<file path="src/rtl/para_shape_sched_pkg.sv">
// Shared types for the parallelogram shape scheduler: FSM state, coordinate
// type and the per-slot configuration record.
package para_shape_sched_pkg;

    localparam int COORD_W = 11;
    // Hit arithmetic runs two bits wider so offset + origin + width never wraps.
    localparam int ARITH_W = 13;
    // Colour storage width in the slot record; the top module uses the low CW bits.
    localparam int CW_MAX  = 16;

    typedef logic [COORD_W-1:0] coord_t;
    typedef logic [ARITH_W-1:0] arith_t;

    typedef enum logic [1:0] {
        ST_IDLE = 2'd0,
        ST_SCAN = 2'd1,
        ST_DONE = 2'd2
    } state_e;

    typedef struct packed {
        logic              en;
        coord_t            cx;
        coord_t            cy;
        coord_t            width;
        coord_t            height;
        logic [CW_MAX-1:0] color;
    } slot_t;

    function automatic arith_t zext(input coord_t v);
        return {{(ARITH_W-COORD_W){1'b0}}, v};
    endfunction

endpackage

</file>
<file path="src/rtl/para_shape_sched_hit.sv">
// Combinational parallelogram hit test: strict comparisons on all four edges,
// with rows sheared right by (y - cy).
module para_hit_unit
    import para_shape_sched_pkg::*;
(
    input  coord_t x,
    input  coord_t y,
    input  coord_t cx,
    input  coord_t cy,
    input  coord_t width,
    input  coord_t height,
    input  logic   en,
    output logic   hit
);

    arith_t x_w;
    arith_t y_w;
    arith_t cy_w;
    arith_t bottom_w;
    arith_t dy_w;
    arith_t left_w;
    arith_t right_w;
    logic   y_above;
    logic   y_below;
    logic   x_right_of;
    logic   x_left_of;

    always_comb begin
        x_w      = zext(x);
        y_w      = zext(y);
        cy_w     = zext(cy);
        bottom_w = cy_w + zext(height);
        y_above  = y_w > cy_w;
        y_below  = y_w < bottom_w;
        // The row offset is only meaningful above the base row; avoid underflow.
        dy_w       = y_above ? (y_w - cy_w) : '0;
        left_w     = dy_w + zext(cx);
        right_w    = left_w + zext(width);
        x_right_of = x_w > left_w;
        x_left_of  = x_w < right_w;
        hit        = en & y_above & y_below & x_right_of & x_left_of;
    end

endmodule

</file>
<file path="src/rtl/para_shape_sched.sv">
// Sequential shape scheduler: scans NSLOT configured parallelograms one per
// cycle through a single hit unit and reports the lowest-index hit or background.
module para_shape_sched
    import para_shape_sched_pkg::*;
#(
    parameter int NSLOT = 4,
    parameter int CW    = 8
) (
    input  logic                     clk,
    input  logic                     rst,
    input  logic                     cfg_we,
    output logic                     cfg_ready,
    input  logic [$clog2(NSLOT)-1:0] cfg_idx,
    input  logic                     cfg_en,
    input  logic [10:0]              cfg_cx,
    input  logic [10:0]              cfg_cy,
    input  logic [10:0]              cfg_width,
    input  logic [10:0]              cfg_height,
    input  logic [CW-1:0]            cfg_color,
    input  logic [CW-1:0]            bg_color,
    input  logic                     px_valid,
    output logic                     px_ready,
    input  logic [10:0]              px_x,
    input  logic [10:0]              px_y,
    output logic                     out_valid,
    input  logic                     out_ready,
    output logic                     out_hit,
    output logic [$clog2(NSLOT)-1:0] out_slot,
    output logic [CW-1:0]            out_color
);

    localparam int IW = $clog2(NSLOT);
    localparam logic [IW-1:0] LAST_IDX = IW'(NSLOT - 1);

    state_e            state_q, state_d;
    logic [IW-1:0]     cnt_q, cnt_d;
    coord_t            px_x_q, px_x_d;
    coord_t            px_y_q, px_y_d;
    logic              out_valid_q, out_valid_d;
    logic              out_hit_q, out_hit_d;
    logic [IW-1:0]     out_slot_q, out_slot_d;
    logic [CW-1:0]     out_color_q, out_color_d;

    slot_t             slot_q [NSLOT];
    slot_t             slot_d [NSLOT];
    slot_t             new_slot;
    slot_t             cur_slot;
    logic [CW_MAX-1:0] cfg_color_ext;
    logic              is_idle;
    logic              cfg_wr;
    logic              px_acc;
    logic              slot_hit;
    logic              color_unused;

    assign is_idle   = (state_q == ST_IDLE);
    assign cfg_ready = is_idle;
    assign px_ready  = is_idle;
    assign cfg_wr    = cfg_we & is_idle;
    assign px_acc    = px_valid & is_idle;

    always_comb begin
        cfg_color_ext         = '0;
        cfg_color_ext[CW-1:0] = cfg_color;
    end

    always_comb begin
        new_slot.en     = cfg_en;
        new_slot.cx     = cfg_cx;
        new_slot.cy     = cfg_cy;
        new_slot.width  = cfg_width;
        new_slot.height = cfg_height;
        new_slot.color  = cfg_color_ext;
    end

    // Writes land at the accept edge, so a same-cycle pixel scans the new table.
    for (genvar gi = 0; gi < NSLOT; gi++) begin : g_slot
        assign slot_d[gi] = (cfg_wr && (cfg_idx == IW'(gi))) ? new_slot : slot_q[gi];
    end

    assign cur_slot     = slot_q[cnt_q];
    assign color_unused = ^cur_slot.color;

    para_hit_unit u_hit (
        .x      (px_x_q),
        .y      (px_y_q),
        .cx     (cur_slot.cx),
        .cy     (cur_slot.cy),
        .width  (cur_slot.width),
        .height (cur_slot.height),
        .en     (cur_slot.en),
        .hit    (slot_hit)
    );

    always_comb begin
        state_d     = state_q;
        cnt_d       = cnt_q;
        px_x_d      = px_x_q;
        px_y_d      = px_y_q;
        out_valid_d = out_valid_q;
        out_hit_d   = out_hit_q;
        out_slot_d  = out_slot_q;
        out_color_d = out_color_q;
        case (state_q)
            ST_IDLE: begin
                if (px_acc) begin
                    px_x_d  = px_x;
                    px_y_d  = px_y;
                    cnt_d   = '0;
                    state_d = ST_SCAN;
                end
            end
            ST_SCAN: begin
                if (slot_hit) begin
                    out_valid_d = 1'b1;
                    out_hit_d   = 1'b1;
                    out_slot_d  = cnt_q;
                    out_color_d = cur_slot.color[CW-1:0];
                    state_d     = ST_DONE;
                end else if (cnt_q == LAST_IDX) begin
                    out_valid_d = 1'b1;
                    out_hit_d   = 1'b0;
                    out_slot_d  = '0;
                    out_color_d = bg_color;
                    state_d     = ST_DONE;
                end else begin
                    cnt_d = cnt_q + IW'(1);
                end
            end
            ST_DONE: begin
                if (out_ready) begin
                    out_valid_d = 1'b0;
                    state_d     = ST_IDLE;
                end
            end
            default: begin
                out_valid_d = 1'b0;
                state_d     = ST_IDLE;
            end
        endcase
    end

    always_ff @(posedge clk or negedge rst) begin
        if (!rst) begin
            state_q     <= ST_IDLE;
            cnt_q       <= '0;
            px_x_q      <= '0;
            px_y_q      <= '0;
            out_valid_q <= 1'b0;
            out_hit_q   <= 1'b0;
            out_slot_q  <= '0;
            out_color_q <= '0;
            for (int i = 0; i < NSLOT; i++) begin
                slot_q[i] <= '0;
            end
        end else begin
            state_q     <= state_d;
            cnt_q       <= cnt_d;
            px_x_q      <= px_x_d;
            px_y_q      <= px_y_d;
            out_valid_q <= out_valid_d;
            out_hit_q   <= out_hit_d;
            out_slot_q  <= out_slot_d;
            out_color_q <= out_color_d;
            for (int i = 0; i < NSLOT; i++) begin
                slot_q[i] <= slot_d[i];
            end
        end
    end

    assign out_valid = out_valid_q;
    assign out_hit   = out_hit_q;
    assign out_slot  = out_slot_q;
    assign out_color = out_color_q;

endmodule

</file>
<file path="config.mk">
export PLATFORM = sky130hd
export DESIGN_NAME = para_shape_sched
export DESIGN_NICKNAME = d
export VERILOG_FILES = /design/src/rtl/para_shape_sched_pkg.sv /design/src/rtl/para_shape_sched_hit.sv /design/src/rtl/para_shape_sched.sv
export SDC_FILE = /design/constraint.sdc
export NUM_CORES = 1
export LEC_CHECK = 0
export CORE_MARGIN = 2
export CORE_UTILIZATION = 34
export CTS_BUF_LIST = sky130_fd_sc_hd__clkbuf_4 sky130_fd_sc_hd__clkbuf_8
export CTS_CLUSTER_DIAMETER = 150
export DETAILED_ROUTE_END_ITERATION = 10
export HOLD_SLACK_MARGIN = 0.08
export PLACE_DENSITY_LB_ADDON = 0.3
export SLEW_MARGIN = 30
export SYNTH_ARGS = -nofsm -noshare
export SYNTH_HDL_FRONTEND = slang
export SYNTH_SLANG_ARGS = --single-unit
</file>
<file path="constraint.sdc">
create_clock -name clk -period 19.7 [get_ports clk]
set_clock_uncertainty 0.15 [all_clocks]
set_input_delay 2.955 -clock clk [delete_from_list [all_inputs] [get_ports clk]]
set_output_delay 2.955 -clock clk [all_outputs]
set_load 0.01 [all_outputs]
</file>
Word level (Yosys, flattened, before mapping)

Cells that the tools add are included.

$add $sub $neg: 5
Magnitude comparators: 5
Eq/ne operators: 11
Mux-type cells: 23
Bitwise operators: 8
Reductions and logical operators: 13

Operators by type and width:

| operator           | number |
|---|---|
| $bmux 61 s2        | 1 |
| $mux 61            | 2 |
| $add 13x11->13     | 2 |
| $lt 11x13->1       | 2 |
| $mux 2             | 9 |
| $mux 8             | 2 |
| $gt 11x13->1       | 1 |
| $mux 13            | 1 |
| $add 11x11->12     | 1 |
| $sub 11x11->12     | 1 |
| $gt 11x11->1       | 1 |
| $eq 2x2->1 const B | 4 |
| $and 1x1->1        | 6 |
| $ne 2x2->1 const B | 3 |
| $pmux 2 s3         | 1 |
| $reduce_and 3->1   | 2 |
| $mux 1             | 5 |
| $eq 2x1->1 const B | 2 |
| $logic_and 1x1->1  | 4 |
| $logic_not 2->1    | 2 |
| $pmux 2 s2         | 1 |
| $reduce_and 2->1   | 2 |
| $reduce_and 4->1   | 1 |
| $reduce_bool 2->1  | 2 |
| 7 further kinds    | 7 |

Register bits after elaboration: 250
Bits of input ports: 90
Output and inout port bits: 14
Word-level logic and storage cells: 97

Longest topological paths before layout

Gate-level depths: netlist of the first run.

Depth after elaboration: 12
Mapped depth: 33
Mapped depth without buffers: 30

Hierarchy

A second synthesis of the first run with hierarchy kept.

Cells, all modules: 986
Area total of the unflattened synthesis: 13898.3 um2

By module, submodules not included:

| module           | instances | cells each | area an instance (um2) | sequential area each (um2) |
|---|---|---|---|---|
| para_shape_sched | 1         | 635        | 11184.5                | 6256.0 |
| para_hit_unit    | 1         | 351        | 2713.9                 | 0.0 |

Least setup slack after synthesis of the first run

Ideal clock, no wire load.

Kind: flip-flop to flip-flop
Start point: register cnt_q[0]
End point: register cnt_q[1]
Library setup time: 0.127 ns
Arrival: 7.235 ns
Required time: 19.423 ns
Slack: 12.188 ns
Stages on the path, launching flop included: 29
Path buffers: 3
Clock period less this slack: 7.512 ns
Path through: dfrtp_1 > buf_2 > buf_1 > mux4_2 > ha_1 > fa_1 > nand2b_1 > a211oi_1 > nor3_1 > a21bo_2 > clkbuf_1 > or2_2 > fa_1 > inv_1 > fa_1 > a21o_1 > a21oi_1 > nor4b_2 > o41ai_2 > nor3_2 > a211oi_1 > xor2_1 > ha_1 > nor2_1 > a211oi_1 > o31a_1 > a311oi_4 > nor3_1 > mux2_1

Cells in the longest elaborated chain, start to end: 12
Elaborated cells between the ends (all ways): 25
Classes of those cells: add/sub (5); order compare (4); eq/ne (3); mux (7); bitwise (5); reduce/logical (1)

RTL lines:

| item                                           | line                                                   | source |
|---|---|---|
| start: declaration                             | para_shape_sched.sv:36                                 | `logic [IW-1:0] cnt_q, cnt_d;` |
| start signal: assignment                       | para_shape_sched.sv:157                                | `cnt_q <= cnt_d;` |
| $not 2->3 (implied by the code)                | para_shape_sched.sv:80                                 | `assign cur_slot = slot_q[cnt_q];` |
| $bmux 61 s2                                    | para_shape_sched.sv:80                                 |  |
| $mux 61 (implied by the code) (2 in series)    | para_shape_sched.sv:80                                 |  |
| $sub 11x11->12 or $gt 11x11->1 (tied branches) | para_shape_sched_hit.sv:36, para_shape_sched_hit.sv:33 |  |
| $mux 13                                        | para_shape_sched_hit.sv:36                             | `dy_w = y_above ? (y_w - cy_w) : '0;` |
| $add 13x11->13                                 | para_shape_sched_hit.sv:37                             | `left_w = dy_w + zext(cx);` |
| $add 13x11->13 or $gt 11x13->1 (tied branches) | para_shape_sched_hit.sv:38, para_shape_sched_hit.sv:39 |  |
| $lt 11x13->1 or $and 1x1->1 (tied branches)    | para_shape_sched_hit.sv:40, para_shape_sched_hit.sv:41 |  |
| $and 1x1->1                                    | para_shape_sched_hit.sv:41                             | `hit = en & y_above & y_below & x_right_of & x_left_of;` |
| $ne 2x2->1 (no source line)                    | -                                                      |  |
| $reduce_and 4->1 (no source line)              | -                                                      |  |

Parallel ways exist; a longest one is shown, timed or not. The select of a mux whose other input is x is not followed.
A chain may end at the register's enable or synchronous reset.

Worst setup path after layout of the first run

Start point: register cnt_q[1]
End point: register cnt_q[1]

The elaborated chain is that of the path after synthesis.

==> results of run 1 <==
## stage by stage
step                hold slack, ps  utilization, %  worst slack, ps
CTS                            351            41.0            10970
global route                   367            41.1            10780
detailed placement             338            38.7            11070
global placement               324            38.7            11210
finish                         349            41.1            11500
floorplan                      324               -            12190
## flip-flops by register name (all words and copies together), names as in the netlist
register   cells
px_y_q        11
state_q        2
out_hit        1
out_valid      1
px_x_q        11
out_slot       2
cnt_q          2
slot_q       212
out_color      8
## layout make-up
| type | instances | area share, % |
|---|---|---|
| antenna | 1 | 0.0157 |
| tap | 518 | 4.05 |
| inverter | 36 | 0.845 |
| clock buffer | 66 | 5.13 |
| timing repair buffer | 113 | 7.02 |
| multi-input combinational | 688 | 43.2 |
| clock inverter | 10 | 0.563 |
| sequential | 250 | 39.2 |
## worst max-delay path: cells and delay by family, from the launching register on
kind / cells / cell delay, ps
AOI/OAI and AO/OA: 10 / 2760
adders and majority gates: 5 / 1510
and+or+nand+nor: 7 / 1230
DFF: 1 / 920
muxes: 2 / 760
buffers and inverters: 1 / 510
xor gates and xnor gates: 2 / 220
## cells in the final DEF, fill, tap and decap left out, drive strengths merged, types with 14 or more instances in the layout
cell type / synthesis / routed
dfrtp: 250 / 250
mux2: 232 / 232
clkdlybuf4s50: 0 / 102
ha: 72 / 72
clkbuf: 36 / 66
mux4: 53 / 53
inv: 36 / 38
a21oi: 37 / 37
nor2: 35 / 35
o21ai: 31 / 31
nand2: 28 / 28
xnor2: 18 / 18
xor2: 17 / 17
nand3: 14 / 14
## per-layer routing
metal	vias to the layer above	part of all wire (%)
met5	-	0
met4	0	1.6
met3	44	4.7
met2	163	47
met1	4396	47
li1	4041	-
## worst paths after layout
kind / end / from / slack, ps
min reg2reg: slot_q[19]$_DFFE_PN0P_ / slot_q[19]$_DFFE_PN0P_ / 350
max in group asynchronous: slot_q[114]$_DFFE_PN0P_ / rst / 15320
min: slot_q[19]$_DFFE_PN0P_ / slot_q[19]$_DFFE_PN0P_ / 350
max: cnt_q[1]$_DFFE_PN0P_ / cnt_q[1]$_DFFE_PN0P_ / 11500
min in group asynchronous: slot_q[102]$_DFFE_PN0P_ / rst / 2270
max reg2reg: cnt_q[1]$_DFFE_PN0P_ / cnt_q[1]$_DFFE_PN0P_ / 11500
## logic make-up (layout without fill, tap and decap cells)
logic type               count (synthesis)  in the layout  synth area share [%]
other                                    0              1                     0
AO/OA/AOI/OAI                          136            136                  6.83
flip-flops                             250            250                  46.5
multiplexers                           286            286                  28.3
buffers and inverters                   84            225                  2.42
XOR/XNOR                                35             35                  2.28
AND/OR/NAND/NOR                        155            155                  6.41
adder cells (fa/ha/maj)                 76             76                  7.28
==> qor.yml, run 1 <==
status:
  status: "finished clean"
synth:
  ys_dominant_reg_cell: "dfrtp_1"
  yosys_warnings: 0
  synth.area.top_cells: "dfrtp_1, mux2_2, mux4_2"
  synth_area_sq_um: 13500
  netlist.area_leader.share_pct: 46.5
  yosys-top-cells-count: "dfrtp_1, mux2_2, ha_1, mux4_2, a21oi_1"
  ys_seq_area_share_pct: 46.5
  synth_nets: 1188
  synthArstFlopShare_pct: 100
  synth.distinct_cells: 66
  syn_inst: 1022
  synth_edf_count: 0
  synth.most_common_cell: "dfrtp_1"
  syn_avg_cell_area_sq_um: 13.2
  ys_ff_latch: 250
  synth_top_cell_by_area: "dfrtp_1"
sta:
  setup_viol_count_final: 0
  maxSlewViolCount: 0
  finalCritPeriodShare_pct: 41.6
  tightest_slew_ps: 914
  finalHoldViolations: 0
  maxSlewHeadroom_pct: 39.1
  fmax_mhz: 122
  rsz0062_at_grt: "false"
  min_period_ps: 8200
  fin_setup_tns_ps: 0
worst_setup_path:
  worstPathArrival_ps: 8480
  critPathLaunchType: "register"
  cp.required_ps: 19990
  slowest_stage: "dfrtp_2"
  r2r_cells: 27
  cp_slowest_stage_delay_ps: 920
  cp-end-kind: "register"
  cp_max_fo: 31
  worstSetupPathType: "register to register"
cts:
  clockRootBuffer: "clkbuf_8"
  cts.clk_slew.worst_paths_ps: 60
  insertion_delay_ps: 580
  numClockSinks: 250
  cts_tree: "done"
  post_cts_resized: 0
  clock_path_buffers: 3
  cts_buffers: 44
  ctsHtreeMaxLevel: 2
  cts.hold.buffers_added: 0
  post_cts_buffers: 0
final_layout:
  drive_gt1_share_pct: 34.1
  syn_to_final_growth_pct: 18.7
  multi_input_area_sq_um: 6910
  regArea_sq_um: 6260
  nFillCells: 3737
  finalNonFillerCells: 1682
  finalNetCount: 1299
  fin_area_sq_um: 16000
placed_design:
  dp_hpwl_um: 21500
  placed_cell_area_sq_um: 15000
  io_buffers: 103
  place.gp.congestion: 0.854
  placed_cells: 1604
global_routing:
  grt_pass1_wl_um: 51900
  use_met2_pct: 25.9
  antenna_found_initial: 1
  grt_max_degree: 101
  grt_usage_pct: 16.1
  met3_usage_pct: 3.56
  grt_pass1_vias: 9257
  grt-ovfl-total: 0
  grt_util_met1_pct: 22.0
  busiest_layer: "met2"
die:
  core_area_sq_um: 38900
  fp.dieW_um: 203
  ios: 104
  num_rows: 72
  die_h_um: 203
  start_util_pct: 34.6
  dieArea_sq_um: 41200
min_path:
  hp-class: "register to register"
  hold_depth: 1
routing:
  drt_iter0_markers: 489
  num_vias: 8644
  detail-route-antenna-nets: 0
  wl_um: 32100
  first_pass_iters: 4
  drc: 0
  routedWlPerCell_um: 19.1
  drt-vias-per-instance: 5.14
job:
  cap_violations: 0
Power of run 1 is not shown: default switching activity piles up to over one toggle a cycle in this logic, so the estimate is an artifact.
==> inputs of run 2 (changes only) <==
==> constraint.sdc (replaced) <==
create_clock -name clk -period 6.9 [get_ports clk]
set_clock_uncertainty 0.15 [all_clocks]
set_input_delay 1.035 -clock clk [delete_from_list [all_inputs] [get_ports clk]]
set_output_delay 1.035 -clock clk [all_outputs]
set_load 0.01 [all_outputs]
==> qor.yml, run 2 (synthesis gave the netlist of run 1 again) <==
status:
  status: "finished clean"  # unchanged
routing:
  drt_iter0_markers: 401  # was 489
  wl_met1_um: 15300  # was 14900 um
  drt-vias-per-instance: 5.12  # was 5.14
  top_layer_used: "met5"  # was met4
  wl_um: 32700  # was 32100 um
  num_vias: 8984  # was 8644
  first_pass_iters: 5  # was 4
  drc: 0  # unchanged
  met2RoutedLength_um: 15500  # was 15100 um
  detail-route-antenna-nets: 0  # unchanged
  routedWlPerCell_um: 18.7  # was 19.1 um
  wl_met3_um: 1410  # was 1500 um
cts:
  clock_path_buffers: 3  # unchanged
  numClockSinks: 250  # unchanged
  insertion_delay_ps: 560  # was 580 ps
  cts_buffers: 43  # was 44
  cts_tree: "done"  # unchanged
  clockRootBuffer: "clkbuf_8"  # unchanged
  cts.hold.buffers_added: 0  # unchanged
  ctsHtreeMaxLevel: 2  # unchanged
  cts.clk_slew.worst_paths_ps: 60  # about the same
min_path:
  hp-class: "primary input to async pin"  # was register to register
global_routing:
  grt_pass1_vias: 9482  # was 9257
  antenna_found_initial: 3  # was 1
  grt_max_degree: 130  # was 101
  grt_usage_pct: 16.1  # about the same
  grt_pass1_wl_um: 51800  # was 51900 um
  grt-ovfl-total: 0  # unchanged
job:
  cap_violations: 0  # unchanged
sta:
  finalHoldViolations: 0  # unchanged
  setup_viol_count_final: 0  # unchanged
  maxSlewViolCount: 0  # unchanged
  min_period_ps: 6720  # was 8200 ps
  finalCritPeriodShare_pct: 97.4  # was 41.6%
  fmax_mhz: 149  # was 122 MHz
  tightest_slew_ps: 913  # was 914 ps
  fin_setup_tns_ps: 0  # unchanged
  maxSlewHeadroom_pct: 39.1  # about the same
  rsz0062_at_grt: "true"  # was false
final_layout:
  fin_area_sq_um: 16900  # was 16000 sq um
  drive_gt1_share_pct: 41.6  # was 34.1%
  final_common_cell: "dfrtp_1"  # unchanged
  largest_reg_flops: 212  # unchanged
  layout_common_cells: "dfrtp_1, mux2_2, clkdlybuf4s50_1"  # unchanged
  syn_to_final_growth_pct: 25.5  # was 18.7%
  finalNetCount: 1370  # was 1299
  top_register: "slot_q"  # unchanged
  nFillCells: 3644  # was 3737
  reg_top3: "slot_q: 212 flops, px_x_q: 11 flops, px_y_q: 11 flops"  # unchanged
die:
  ios: 104  # unchanged
  fp.dieW_um: 203  # unchanged
  dieArea_sq_um: 41200  # unchanged
  die_h_um: 203  # unchanged
  core_area_sq_um: 38900  # unchanged
  start_util_pct: 34.6  # unchanged
  num_rows: 72  # unchanged
placed_design:
  placed_cell_area_sq_um: 15500  # was 15000 sq um
  io_buffers: 103  # unchanged
  dp_hpwl_um: 22200  # was 21500 um
  place.gp.congestion: 0.843  # was 0.854
worst_setup_path:
  cpMostUsedCell: "ha_1"
  critPathLaunchType: "register"  # unchanged
  worstSetupPathType: "register to register"  # unchanged
  worstPathArrival_ps: 7010  # was 8480 ps
  slowest_stage: "mux4_2"  # was dfrtp_2
  cp.required_ps: 7180  # was 19990 ps
  r2r_cells: 30  # was 27
  cp_max_fo: 24  # was 31
  cp-end-kind: "register"  # unchanged
  cp_slowest_stage_delay_ps: 540  # was 920 ps
[run 2: cell count changes in the layout (fill, tap and decap cells not counted), moves of 4 or more]
cell / change
buf_4: +68
ha_1: -10
ha_2: +7
a211oi_1: -5
a211oi_2: +5
a21oi_1: -5
clkbuf_4: -5
clkbuf_8: +5
a21oi_2: +4
buf_12: +4
nor2_1: -4
nor2_2: +4
[run 2: stage by stage]
stage               setup WS (ps)  instances  utilization (%)  hold slack (ps)
global placement             18.3       1656             39.9              333
floorplan                    12.5       1022                -              324
finish                        178       1754             43.4              245
CTS                          16.7       1737             42.6              235
global route                 -130       1753             43.4              253
detailed placement           -130       1656             39.9              339
[run 2: worst paths after layout]
kind	start	end	slack (ps)
max	cnt_q[0]$_DFFE_PN0P_	out_color[5]$_DFFE_PN0P_	180
min	rst	slot_q[175]$_DFFE_PN0P_	250
max reg2reg	cnt_q[0]$_DFFE_PN0P_	out_color[5]$_DFFE_PN0P_	180
min reg2reg	slot_q[60]$_DFFE_PN0P_	slot_q[60]$_DFFE_PN0P_	350
max in group asynchronous	rst	slot_q[212]$_DFFE_PN0P_	5140
min in group clk	slot_q[60]$_DFFE_PN0P_	slot_q[60]$_DFFE_PN0P_	350
[run 2: critical path: cells and delay by family, from the launching register on]
kind | cells | cell delay [ps]
AO/OA/AOI/OAI | 14 | 2800
XOR/XNOR | 2 | 260
adder cells (fa/ha/maj) | 4 | 1100
buffers and inverters | 4 | 520
flip-flops | 1 | 460
multiplexers | 1 | 540
AND/OR/NAND/NOR | 5 | 730
[run 2: layer usage]
layer,vias to the layer above,GRT usage [%]
li1,4174,-
met1,4609,21.8
met2,155,26.3
met3,44,3.32
met4,2,4.07
met5,-,0
[run 2: layout make-up]
cell class	instances	area, sq um	area share (%)
Antenna cell	1	2.50	0.0148
Inverter	36	135	0.800
Multi-Input combinational cell	688	7170	42.4
Timing Repair Buffer	185	1720	10.2
Clock inverter	10	111	0.659
Sequential cell	250	6260	37.0
Tap cell	518	648	3.84
Clock buffer	66	852	5.04
[run 2: timing repair]
action,4_1_cts,5_1_grt
setup buffers,5,17
gates resized for setup,12,45
cloned,0,0
pin swaps,9,36
setup endpoints to repair,13,16
Power of run 2 is left out for the same reason.
==> RTL edit 1: new RTL, settings of run 1 <==
Change the parameter `NSLOT` from 4 to 16.
--- a/src/rtl/para_shape_sched.sv
+++ b/src/rtl/para_shape_sched.sv
@@ -4,5 +4,5 @@
     import para_shape_sched_pkg::*;
 #(
-    parameter int NSLOT = 4,
+    parameter int NSLOT = 16,
     parameter int CW    = 8
 ) (
Ports: changed (resized cfg_idx and out_slot); port bits go from 104 to 108. The function was not compared with the original's and may differ.
==> RTL edit 1 against run 1 <==
Via count rose to 2.9 times the old value; critical path type unchanged; global-route usage is 2.3 points higher; worst setup slack got worse by 2.0 ns; maximum frequency fell by 19%; sequential cell count is 640 higher; synthesized area rose to 3.1 times the old value; wire length rose to 3.6 times the old value; cell area increased to 3.0 times the old value.
==> RTL edit 1: results (changes against run 1) <==
power.leakage_nw: 21.9
max_stage_delay_ns: 0.89  # -0.03 ns
clkTransAtPathRegs_ns: 0.06  # about the same
cts-root-buf: "clkbuf_8"
endpoint: "out_slot[2]"
synth_common_cells: "dfrtp_1, mux2_2, mux4_2"
grt_first_pass_wirelength_um: 175000  # +240%
irDropWorstVdd_mv: 0.151
post-dp-hpwl_um: 68000  # +220%
largestRegisters: "slot_q (848), px_x_q (11), px_y_q (11)"
ys_types: 73  # +11%
fmax_mhz: 98.4  # -19%
worstReg2RegStart: "cnt_q[1]"
vias: 24800  # +190%
status: "complete, no violations"
top_layer: "met5"
drive_above_1_share: 0.503  # +0.162
synth_seq_area_share: 0.527  # +0.0628
critical_path.slowest_cell: "buf_4"
cts-buffers-inserted: 151  # +240%
cts_resized: 0  # unchanged
met3_length_um: 5450  # +260%
rrSetupSlack_ns: 9.54  # -1.96 ns
clock_latency_ns: 0.82  # +0.24 ns
clk_path_buf_depth: 3  # unchanged
synth_nets: 2887  # +140%
grt_antenna_before_repair: 11  # +10
postCtsSetupRepairBufs: 0  # unchanged
nNetsFinal: 2981  # +130%
first_iter_violations: 1555  # +220%
wl_um: 116000  # +260%
hold_path.class: "flip-flop to flip-flop"
tightest_slew_ns: 0.984  # +0.0700 ns
placed_area_um2: 45100  # +200%
dr.pass1.iters: 6  # +2
met2_length_um: 57500  # +280%
dp.cells: 4293  # +170%
grt_pass1_vias: 27169  # +190%
wl_met1_um: 50200  # +240%
synthTopCellsByArea: "dfrtp_1, mux2_2, mux4_2"
cp_max_fo: 58  # +87%
grt_start_max_net_pins: 130  # +29%
place_ws_ns: 9.58  # -1.49 ns
avgSynthCellArea_um2: 15.5  # +18%
grtUsageTotal: 0.184  # +0.0232
worstPathArrival_ns: 10.76  # +2.28 ns
gp_congestion: 0.847  # -0.84%
wl_per_cell_um: 25.4  # +33%
critPathKind: "flip-flop to flip-flop"
htreeDepth: 4  # +2
antenna_left: 0  # unchanged
r2r_cells: 30  # +11%
io_buffers: 107  # +3.9%
[RTL edit 1: cell types whose count changed after synthesis, moves of 13 or more]
cell             run 1  this run
buf_1                6        19
clkbuf_1            36       185
dfrtp_1            250       890
mux2_2             231       867
mux4_2              53       262
nand2_1             28        44
nand3_1             14        29
[RTL edit 1: worst min path at each step]
| stage | start | endpoint | slack [ns] | depth (start not counted) |
|---|---|---|---|---|
| 2_1_floorplan | slot_q[312] | slot_q[312] | 0.32 | 1 |
| 3_3_place_gp | slot_q[113] | slot_q[113] | 0.33 | 1 |
| 3_5_place_dp | slot_q[567] | slot_q[567] | 0.34 | 1 |
| 4_1_cts | slot_q[567] | slot_q[567] | 0.35 | 1 |
| 5_1_grt | slot_q[851] | slot_q[851] | 0.36 | 1 |
| 6_report | slot_q[114] | slot_q[114] | 0.35 | 1 |
[RTL edit 1: cell type report]
cell class                      instances  area, um2
Clock buffer                          234       2910
Inverter                               38        143
Sequential cell                       890      22300
Fill cell                           11237      75200
Clock inverter                         20        210
Multi-Input combinational cell       1578      19100
Tap cell                             1637       2050
Timing Repair Buffer                  154       1580
Antenna cell                            1       2.50
[RTL edit 1: kinds of logic after synthesis]
| family | count (synthesis) | synth area share |
|---|---|---|
| flops | 890 | 0.527 |
| xor+xnor | 32 | 0.00681 |
| compound gates | 142 | 0.0238 |
| simple gates | 196 | 0.0241 |
| buf+inv | 251 | 0.0231 |
| mux | 1132 | 0.372 |
| fa+ha+maj | 76 | 0.0232 |
[RTL edit 1: report_power, final]
part | internal (mW) | switching, mW
combinational | 1.99 | 1.88
clock | 0.963 | 0.753
sequential | 2.50 | 0.432
[RTL edit 1: per-layer routing]
layer / vias up / track usage
met5: - / 0
met4: 6 / 0.0559
met3: 175 / 0.0338
met2: 655 / 0.308
met1: 13562 / 0.243
li1: 10402 / -
[RTL edit 1: worst max-delay path, delay by kind of cell (launching register included)]
family | cells | cell delay, ns
simple gates | 10 | 2.40
compound gates | 11 | 2.76
buf+inv | 2 | 1.33
mux | 2 | 1.00
fa+ha+maj | 4 | 1.36
xor+xnor | 1 | 0.19
flops | 1 | 0.88
==> RTL edit 2: new RTL, flow settings as in run 1 <==
Made on the original files. The 3 states of `state_e` get a one-hot encoding in 3 bits.
--- a/src/rtl/para_shape_sched_pkg.sv
+++ b/src/rtl/para_shape_sched_pkg.sv
@@ -12,8 +12,8 @@
     typedef logic [ARITH_W-1:0] arith_t;
 
-    typedef enum logic [1:0] {
-        ST_IDLE = 2'd0,
-        ST_SCAN = 2'd1,
-        ST_DONE = 2'd2
+    typedef enum logic [2:0] {
+        ST_IDLE = 3'b001,
+        ST_SCAN = 3'b010,
+        ST_DONE = 3'b100
     } state_e;
 
Formal check against the unedited RTL: same outputs for any inputs over 4 cycles, from zero or initial values and one cycle with rst low; so few cycles prove little.
==> RTL edit 2 against run 1 <==
Cell area increased by 1.3%; final cell count increased by 0.65%; wire length increased by 0.75%; sequential cell count increased by 1; worst setup slack got worse by 0.91 ns; synthesized area increased by 0.46%; via count increased by 1.0%; sequential share of layout area decreased by 0.33 points; die area increased by 0.45%; highest routed layer is now met5.
Power is left out: the tool's default activity adds up to more than one toggle a clock period on the data nets, which glitch-free logic cannot reach.
==> RTL edit 2: results (changes against run 1) <==
status: "complete, no violations"
wl_per_cell_um: 19.1  # about the same
grtUsageTotal: 0.160  # -0.00108
cts-buffers-inserted: 45  # +2.3%
seq_area_um2: 6290  # +0.42%
cp_max_fo: 34  # +9.7%
placed_area_um2: 15100  # +0.61%
synth_common_cells: "dfrtp_1, mux2_2, ha_1"
drive_above_1_share: 0.351  # +0.00967
grt_start_max_net_pins: 112  # +11%
nNetsFinal: 1298  # -0.077%
post-dp-hpwl_um: 21800  # +1.6%
vias: 8733  # +1.0%
n_antenna_cell: 0  # -1
tightest_slew_ns: 0.912  # -0.00121 ns
ys_types: 79  # +20%
grt_pass1_vias: 9343  # +0.93%
first_iter_violations: 343  # -30%
clock_latency_ns: 0.58  # about the same
r2r_cells: 33  # +22%
synth_nets: 1179  # -0.76%
fillerInstances: 3707  # -0.80%
critical_path.slowest_cell: "dfrtp_4"
grt_antenna_before_repair: 2  # +1
max_stage_delay_ns: 0.94  # +0.02 ns
gp_congestion: 0.824  # -3.5%
place_ws_ns: 10.64  # -0.427 ns
grt_first_pass_wirelength_um: 51500  # -0.81%
[RTL edit 2: critical path: cells and delay by family, from the launching register on]
family                   cells  cell delay (ns)
AO/OA/AOI/OAI               16             4.00
flip-flops                   1             0.94
adder cells (fa/ha/maj)      5             1.54
multiplexers                 1             0.63
XOR/XNOR                     1             0.12
AND/OR/NAND/NOR             10             1.53
[RTL edit 2: kinds of logic (layout without fill, tap and decap cells)]
kind of cell | count (synthesis) | in the layout | share of synthesized area
muxes | 285 | 285 | 0.281
DFF | 251 | 251 | 0.464
buffers and inverters | 84 | 239 | 0.0250
xor gates and xnor gates | 29 | 29 | 0.0198
AOI/OAI and AO/OA | 148 | 148 | 0.0813
adders and majority gates | 77 | 77 | 0.0732
and+or+nand+nor | 139 | 139 | 0.0552
[RTL edit 2: worst paths after layout]
check,startpoint,end,slack (ns)
min in group asynchronous,rst,slot_q[174],2.13
max in group asynchronous,rst,slot_q[242],16.05
min reg2reg,out_hit,out_hit,0.33
min,out_hit,out_hit,0.33
max,cnt_q[0],state_q[2],10.59
max reg2reg,cnt_q[0],state_q[2],10.59
[RTL edit 2: layer usage]
metal,global-route usage,share of wire,up-vias
li1,-,-,4016
met1,0.210,0.45,4519
met2,0.267,0.49,142
met3,0.0289,0.041,52
met4,0.0547,0.024,4
met5,0,0.00074,-
[RTL edit 2: per-stage QoR]
| step | hold slack [ns] | std cells |
|---|---|---|
| after detailed placement | 0.327 | 1609 |
| after global routing | 0.357 | 1693 |
| final | 0.335 | 1693 |
| after CTS | 0.341 | 1692 |
| after floorplan | 0.324 | 1013 |
| after global placement | 0.322 | 1609 |
[RTL edit 2: layout make-up]
cell class                      instances  area share
Clock buffer                           73      0.0574
Inverter                               42     0.00974
Timing Repair Buffer                  114      0.0706
Clock inverter                         10     0.00541
Sequential cell                       251       0.388
Multi-Input combinational cell        678       0.428
Tap cell                              525      0.0406
